--- src/rtl/seq_det_ctrl.sv ---
// Word-level controller: serializes a word MSB-first through a programmable pattern matcher.
// Define SEQ_DET_OVERLAP_EN for overlapping detection; the default build is non-overlapping.
module seq_det_ctrl #(
   parameter int DATA_W = 16,
   parameter int PAT_W  = 4,
   parameter int CNT_W  = 5
) (
   input  logic              clk,
   input  logic              reset,
   input  logic [PAT_W-1:0]  pattern,
   input  logic              in_valid,
   output logic              in_ready,
   input  logic [DATA_W-1:0] in_data,
   input  logic              abort,
   output logic              busy,
   output logic              match_pulse,
   output logic              done,
   output logic              found,
   output logic [CNT_W-1:0]  match_count,
   output logic [CNT_W-1:0]  first_pos
);

   localparam int FILL_W = $clog2(PAT_W + 1);
   localparam int WIN_W  = (PAT_W > 1) ? PAT_W - 1 : 1;
   localparam logic [FILL_W-1:0] FILL_FULL = FILL_W'(PAT_W);
   localparam logic [CNT_W-1:0]  LAST_IDX  = CNT_W'(DATA_W - 1);

   typedef enum logic [1:0] {
      IDLE,
      SHIFT,
      DONE
   } state_t;

   state_t state, state_next;

   logic [DATA_W-1:0] data_q, data_next;
   logic [PAT_W-1:0]  pat_q, pat_next;
   logic [WIN_W-1:0]  window, window_next;
   logic [FILL_W-1:0] fill, fill_next;
   logic [CNT_W-1:0]  bit_idx, bit_idx_next;

   logic              pulse_next;
   logic              done_next;
   logic              found_next;
   logic [CNT_W-1:0]  count_next;
   logic [CNT_W-1:0]  pos_next;

   logic              scan_bit;
   logic [PAT_W-1:0]  cand;
   logic [FILL_W-1:0] fill_inc;
   logic              hit;

   // The register keeps only the PAT_W-1 most recent bits; the bit being
   // scanned completes the candidate window in the same cycle.
   assign scan_bit = data_q[DATA_W-1];

   generate
      if (PAT_W > 1) begin : g_win
         assign cand = {window, scan_bit};
      end else begin : g_win1
         assign cand = scan_bit;
      end
   endgenerate

   assign fill_inc = (fill == FILL_FULL) ? FILL_FULL : fill + FILL_W'(1);
   assign hit      = (fill_inc == FILL_FULL) && (cand == pat_q);

   always_ff @(posedge clk or posedge reset) begin
      if (reset) begin
         state <= IDLE;
      end else begin
         // NOTE: registers use non-blocking assignments so every flop samples
         // pre-edge values, independent of statement order between blocks.
         state <= state_next;
      end
   end

   always_comb begin
      // NOTE: every variable gets a default before the case, so no path can
      // leave one unassigned and infer a latch.
      state_next   = state;
      data_next    = data_q;
      pat_next     = pat_q;
      window_next  = window;
      fill_next    = fill;
      bit_idx_next = bit_idx;
      pulse_next   = 1'b0;
      done_next    = 1'b0;
      found_next   = found;
      count_next   = match_count;
      pos_next     = first_pos;

      case (state)
         IDLE: begin
            // in_ready is asserted throughout IDLE, so in_valid alone is an accept.
            if (in_valid) begin
               data_next    = in_data;
               pat_next     = pattern;
               window_next  = '0;
               fill_next    = '0;
               bit_idx_next = '0;
               count_next   = '0;
               found_next   = 1'b0;
               pos_next     = '0;
               state_next   = SHIFT;
            end
         end

         SHIFT: begin
            data_next    = {data_q[DATA_W-2:0], 1'b0};
            window_next  = cand[WIN_W-1:0];
            fill_next    = fill_inc;
            bit_idx_next = bit_idx + CNT_W'(1);
            if (hit) begin
               pulse_next = 1'b1;
               count_next = match_count + CNT_W'(1);
               if (!found) begin
                  found_next = 1'b1;
                  pos_next   = bit_idx;
               end
`ifdef SEQ_DET_OVERLAP_EN
               fill_next = fill_inc;
`else
               fill_next = '0;
`endif
            end
            if (bit_idx == LAST_IDX) begin
               state_next = DONE;
               done_next  = 1'b1;
            end
         end

         DONE: begin
            state_next = IDLE;
         end

         default: begin
            state_next = IDLE;
         end
      endcase

      // Abort wins over everything above, including a match on this cycle.
      if (abort && (state != IDLE)) begin
         state_next   = IDLE;
         window_next  = '0;
         fill_next    = '0;
         bit_idx_next = '0;
         pulse_next   = 1'b0;
         done_next    = 1'b0;
         found_next   = 1'b0;
         count_next   = '0;
         pos_next     = '0;
      end
   end

   always_ff @(posedge clk or posedge reset) begin
      if (reset) begin
         data_q      <= '0;
         pat_q       <= '0;
         window      <= '0;
         fill        <= '0;
         bit_idx     <= '0;
         in_ready    <= 1'b1;
         busy        <= 1'b0;
         match_pulse <= 1'b0;
         done        <= 1'b0;
         found       <= 1'b0;
         match_count <= '0;
         first_pos   <= '0;
      end else begin
         data_q      <= data_next;
         pat_q       <= pat_next;
         window      <= window_next;
         fill        <= fill_next;
         bit_idx     <= bit_idx_next;
         in_ready    <= (state_next == IDLE);
         busy        <= (state_next != IDLE);
         match_pulse <= pulse_next;
         done        <= done_next;
         found       <= found_next;
         match_count <= count_next;
         first_pos   <= pos_next;
      end
   end

endmodule

--- config.mk ---
export PLATFORM = sky130hd
export DESIGN_NAME = seq_det_ctrl
export DESIGN_NICKNAME = d
export VERILOG_FILES = /design/src/rtl/seq_det_ctrl.sv
export SDC_FILE = /design/constraint.sdc
export NUM_CORES = 1
export LEC_CHECK = 0
export CORE_ASPECT_RATIO = 1.25
export CORE_MARGIN = 2
export CORE_UTILIZATION = 53
export DETAILED_ROUTE_END_ITERATION = 16
export GPL_ROUTABILITY_DRIVEN = 0
export PLACE_DENSITY = 0.79
export SETUP_SLACK_MARGIN = 0.4
export SLEW_MARGIN = 30
export SYNTH_ARGS = -nofsm -noshare
export SYNTH_HDL_FRONTEND = slang
export SYNTH_SLANG_ARGS = --single-unit
export TNS_END_PERCENT = 50
--- constraint.sdc ---
create_clock -name clk -period 2.1 [get_ports clk]
set_input_delay 0.42 -clock clk [delete_from_list [all_inputs] [get_ports clk]]
set_output_delay 0.42 -clock clk [all_outputs]
set_load 0.005 [all_outputs]
After elaboration in Yosys (flattened, before gate mapping):

Index checks and enable logic that the tools add are counted.

* bits of input ports: 24
* output and inout bits: 15
* logic and storage cells: 71
* flip-flop bits (word level): 48

* eq/ne operators: 9
* multiplexer cells: 33
* reductions and logical operators: 13
* add/sub/neg operators: 3

Operator list (count)
* $mux W5: 7
* $pmux W16 S2: 1
* $pmux W5 S2: 3
* $mux W16: 1
* $mux W3: 5
* $pmux W3 S2: 2
* $add A5 B1 Y5 const B: 2
* $mux W1: 9
* $ne A3 B3 Y1 const B: 3
* $eq A3 B3 Y1 const B: 2
* $mux W2: 3
* $reduce_and A2 Y1: 3
* $reduce_bool A2 Y1: 3
* $eq A5 B4 Y1 const B: 1
* $eq A4 B4 Y1: 1
* $logic_not A2 Y1: 2
* $pmux W2 S2: 1
* $reduce_and A4 Y1: 1
* $add A3 B1 Y3 const B: 1
* $reduce_and A3 Y1: 1
* $reduce_bool A3 Y1: 1
* $eq A2 B1 Y1 const B: 1
* $logic_and A1 B1 Y1: 2
* $ne A2 B2 Y1 const B: 1
* $pmux W1 S2: 1

Longest topological paths before layout:

* depth after elaboration: 7
* gate-level depth with buffers: 6
* gate-level depth less buffers: 6

Least setup slack after synthesis:

OpenSTA, ideal clock, no wires.

* path kind: flip-flop to flip-flop
* from: register fill[0]
* to: register match_count[1]
* clock period less this slack: 1.711 ns
* arrival: 1.585 ns
* setup time: 0.126 ns
* stages on the path, launching flop included: 6
* required time: 1.974 ns
* setup slack: 0.389 ns
* path buffers: 0
* path through: dfrtp_1 > ha_1 > a21bo_2 > a211oi_4 > a21oi_1 > a221o_1

* word-level cells in the longest chain between the ends: 6
* elaborated cells on any way between the ends: 7
* those cells by class: 1 x add/sub; 3 x eq/ne; 1 x mux; 2 x reduce/logical

Ends and longest elaborated chain
* from (decl): line 39 `logic [FILL_W-1:0] fill, fill_next;`
* from (signal assigned): line 174 `fill <= fill_next;`
* $add A3 B1 Y3 or $eq A3 B3 Y1 (tied branches): line 65 `assign fill_inc = (fill == FILL_FULL) ? FILL_FULL : fill + FILL_W'(1);`
* $mux W3 (*): line 65
* $eq A3 B3 Y1 (*): line 66 `assign hit = (fill_inc == FILL_FULL) && (cand == pat_q);`
* $logic_and A1 B1 Y1 (*): line 66
* $ne A3 B3 Y1 (no source line) (*)
* $reduce_and A3 Y1 (no source line) (*)
* to (signal assigned): line 181 `match_count <= count_next;`
* to (decl): line 19 `output logic [CNT_W-1:0] match_count,`

Every way passes the cells marked *; elsewhere a longest branch is shown, timed or not.
A chain may end at the register's enable or synchronous reset.

Worst setup path in the final report:

* from: register fill[0]
* to: register first_pos[0]

* word-level cells in the longest chain between the ends: 6
* elaborated cells on any way between the ends: 7
* those cells by class: 1 x add/sub; 3 x eq/ne; 1 x mux; 2 x reduce/logical

Ends and longest elaborated chain
* $add A3 B1 Y3 or $eq A3 B3 Y1 (tied branches): line 65
* $mux W3 (*): line 65
* $eq A3 B3 Y1 (*): line 66
* $logic_and A1 B1 Y1 (*): line 66
* $ne A3 B3 Y1 (no source line) (*)
* $reduce_and A4 Y1 (no source line) (*)
* to (signal assigned): line 182 `first_pos <= pos_next;`
* to (decl): line 20 `output logic [CNT_W-1:0] first_pos`

Marks and branches as above.

==> metrics.yaml <==
status: "finished, final reports clean"
syn_inst: 255
ant_nets: 0
n_fill_cell: 341
die_h_um: 79.9
async_reset_ff_share_pct: 100
synth_seq_area_share_pct: 49.2
cp_slowest_cell: "dfrtp_1"
cts-buffers-inserted: 5
p_total_mw: 2.21
insertedDiodeCount: 0
critPathMaxStageDelay_ns: 0.45
hold_buffers: 0
antenna_found_initial: 0
grt_max_degree: 49
vias_per_cell: 6.05
multi_input_area_um2: 1290
grt_pass1_vias: 2170
wl_per_cell_um: 15.9
gr-usage-all-layers_pct: 24.3
yosys_warnings: 0
synthMuxAreaShare_pct: 0
synth_adder_area_share_pct: 2.56
yosys.area_share.simple_pct: 20.4
drt_wl_total_um: 5770
syn_area_um2: 2440
min_period_ns: 1.72
critPathMaxFanout: 8
path_cells: "inv_2 > ha_4 > o21bai_4 > a211o_4 > o211ai_1 > nand3_2"
cts.sinks: 48
cp-end-kind: "register"
synth-xor-area-share_pct: 1.79
rsz0062_at_grt: "yes"
area_growth_pct: 31.6
synth_edf_count: 0
core_area_um2: 4430
insertion_delay_ns: 0.30
synth.distinct_cells: 44
htree_levels: 2
syn_nets: 284
dp_hpwl_um: 3730
worst-setup-path-type: "reg2reg"
synth_flop_cell: "dfrtp_1"
post-route-drc-count: 0
io_pins: 39
synthTopCellsByArea: "dfrtp_1 48%, a22oi_1 4.6%, nand2_1 4.6%"
drive_gt1_share_pct: 18.4
synth_area_per_cell_um2: 9.58
finish.net_count: 333
route.vias.total: 2195
ir_worst_vdd_mv: 0.345
cp.required_ns: 2.28
period_share_pct: 82.1
cts_buffer_depth: 2
die_w_um: 64.7
clockRootBuffer: "clkbuf_8"
drt_iter0_drc: 276
initial_core_util_pct: 55.2
setup_viol: 0
portBuffers: 38
fin_skew_ns: 0.00840
yosysTopAreaCell: "dfrtp_1"
path_delay_family: "compound AO/OA/AOI/OAI gates"
synth_top_area_share_pct: 48.1
worst_slew_pin_slew_ns: 0.498
hold_class: "in2async"
arrival_ns: 1.90
synth_top_family_by_area: "compound AO/OA/AOI/OAI gates"
cts_tree: "done"
die_area_um2: 5170
worst-path-buf-inv: 1
max_freq_mhz: 580
drt_first_pass_iters: 4
rows: 27
start_kind: "register"
regArea_um2: 1200
tns_ns: 0
ys_seq_elements: 48
drv_slew: 0
p_per_area_nw_per_um2: 686
hold_viol_final: 0
maxCapViolCount: 0
grt_first_pass_wirelength_um: 9820
relSlewSlack_pct: 66.7
leakagePower_nw: 1.38
gr-total-overflow: 0
synth_compound_area_share_pct: 22.3
clkTransAtPathRegs_ns: 0.09
[cells in the final DEF, fill, tap and decap left out, types with 2 or more instances in the layout]
master           instances
a211oi_1                 2
a21oi_1                 18
a22o_1                   4
a22oi_1                 15
a31oi_1                  2
and2_1                   2
and3_1                   6
buf_4                   17
clkbuf_1                 2
clkbuf_8                 6
clkdlybuf4s50_1         37
dfrtp_1                 46
ha_1                     3
ha_4                     2
inv_1                    3
inv_2                    3
nand2_1                 29
nand2b_1                 2
nand3_1                 14
nand3_2                  3
nor2_1                   4
nor2b_1                 15
nor3_1                   2
nor3_2                   3
nor3b_1                  3
o211ai_1                 5
o21ai_0                 22
xor2_1                   5
[sequential cells by signal (all words and copies together), names as in the netlist, 2 cells and up]
register	cells
first_pos	5
window	3
state	2
data_q	16
match_count	5
pat_q	4
bit_idx	5
fill	3
[metrics by stage]
stage | utilization [%] | setup slack [ns] | cell area (um^2) | hold slack, ns | std cells
3_5_place_dp | 66.6 | 0.0812 | 2950 | 0.480 | 350
3_3_place_gp | 66.6 | 0.125 | 2950 | 0.464 | 350
2_1_floorplan | - | 0.407 | 2450 | 0.450 | 255
5_1_grt | 72.7 | 0.306 | 3220 | 0.520 | 363
6_report | 72.7 | 0.375 | 3220 | 0.484 | 363
4_1_cts | 70.5 | 0.365 | 3120 | 0.489 | 360
[where the power goes]
part           leakage [nW]  switching (mW)  internal, mW
clock                0.0455           0.290         0.269
combinational         0.704           0.291         0.238
sequential            0.630          0.0861          1.03
[cell type report]
class	instances	share of cell area [%]
clock buffer	8	2.80
multi-input combinational	186	40.1
inverter	6	0.700
sequential	48	37.4
timing repair buffer	57	16.7
tap	58	2.26
[synthesized netlist by cell type (all sizes together) (2+ instances only)]
library cell  instances
dfrtp                47
nand2                30
o21ai                23
a21oi                19
nand3                17
a22oi                15
nor2b                15
clkbuf                9
and3                  6
buf                   6
inv                   6
nor3                  6
ha                    5
nor3b                 5
o211ai                5
xor2                  5
a22o                  4
nor2                  4
a211oi                3
a31oi                 3
and2                  3
nand2b                2
o21bai                2
o22ai                 2
or3                   2
[tightest hold or removal path: stages]
cell and delay [ns]:
clkdlybuf4s50_1 0.41, inv_2 0.08, buf_12 0.26
[path summary, 6_finish.rpt]
kind                            startpoint            to  slack [ns]  cells past startpoint
worst min-delay path                 reset     window[1]        0.48                      3
worst max register to register     fill[0]  first_pos[0]        0.38                      6
max in group asynchronous            reset      in_ready        1.35                      3
min in group clk                data_q[12]    data_q[12]        0.50                      2
worst max-delay path               fill[0]  first_pos[0]        0.38                      6
worst min register to register  data_q[12]    data_q[12]        0.50                      2
[what timing repair did]
item | in CTS | in global routing
pin swaps | 7 | 7
endpoints found under the setup margin | 14 | 21
buffers inserted | 2 | 3
gates resized for setup | 14 | 16
[per-layer routing]
| layer | vias to the layer above | track usage, % | routed length (um) |
|---|---|---|---|
| met1 | 1079 | 31.3 | 2480 |
| met4 | 0 | 12.3 | 119 |
| met2 | 87 | 39.6 | 2950 |
| li1 | 1016 | - | - |
| met5 | - | 0 | 0 |
| met3 | 13 | 3.39 | 228 |
[cell families (layout without fill, tap and decap cells)]
kind of cell | after synthesis | count (layout)
XOR/XNOR | 5 | 5
buffers and inverters | 21 | 71
adder cells (fa/ha/maj) | 5 | 5
AO/OA/AOI/OAI | 83 | 83
AND/OR/NAND/NOR | 93 | 93
flip-flops | 48 | 48
Note: power is estimated with default switching activity, not from simulation.
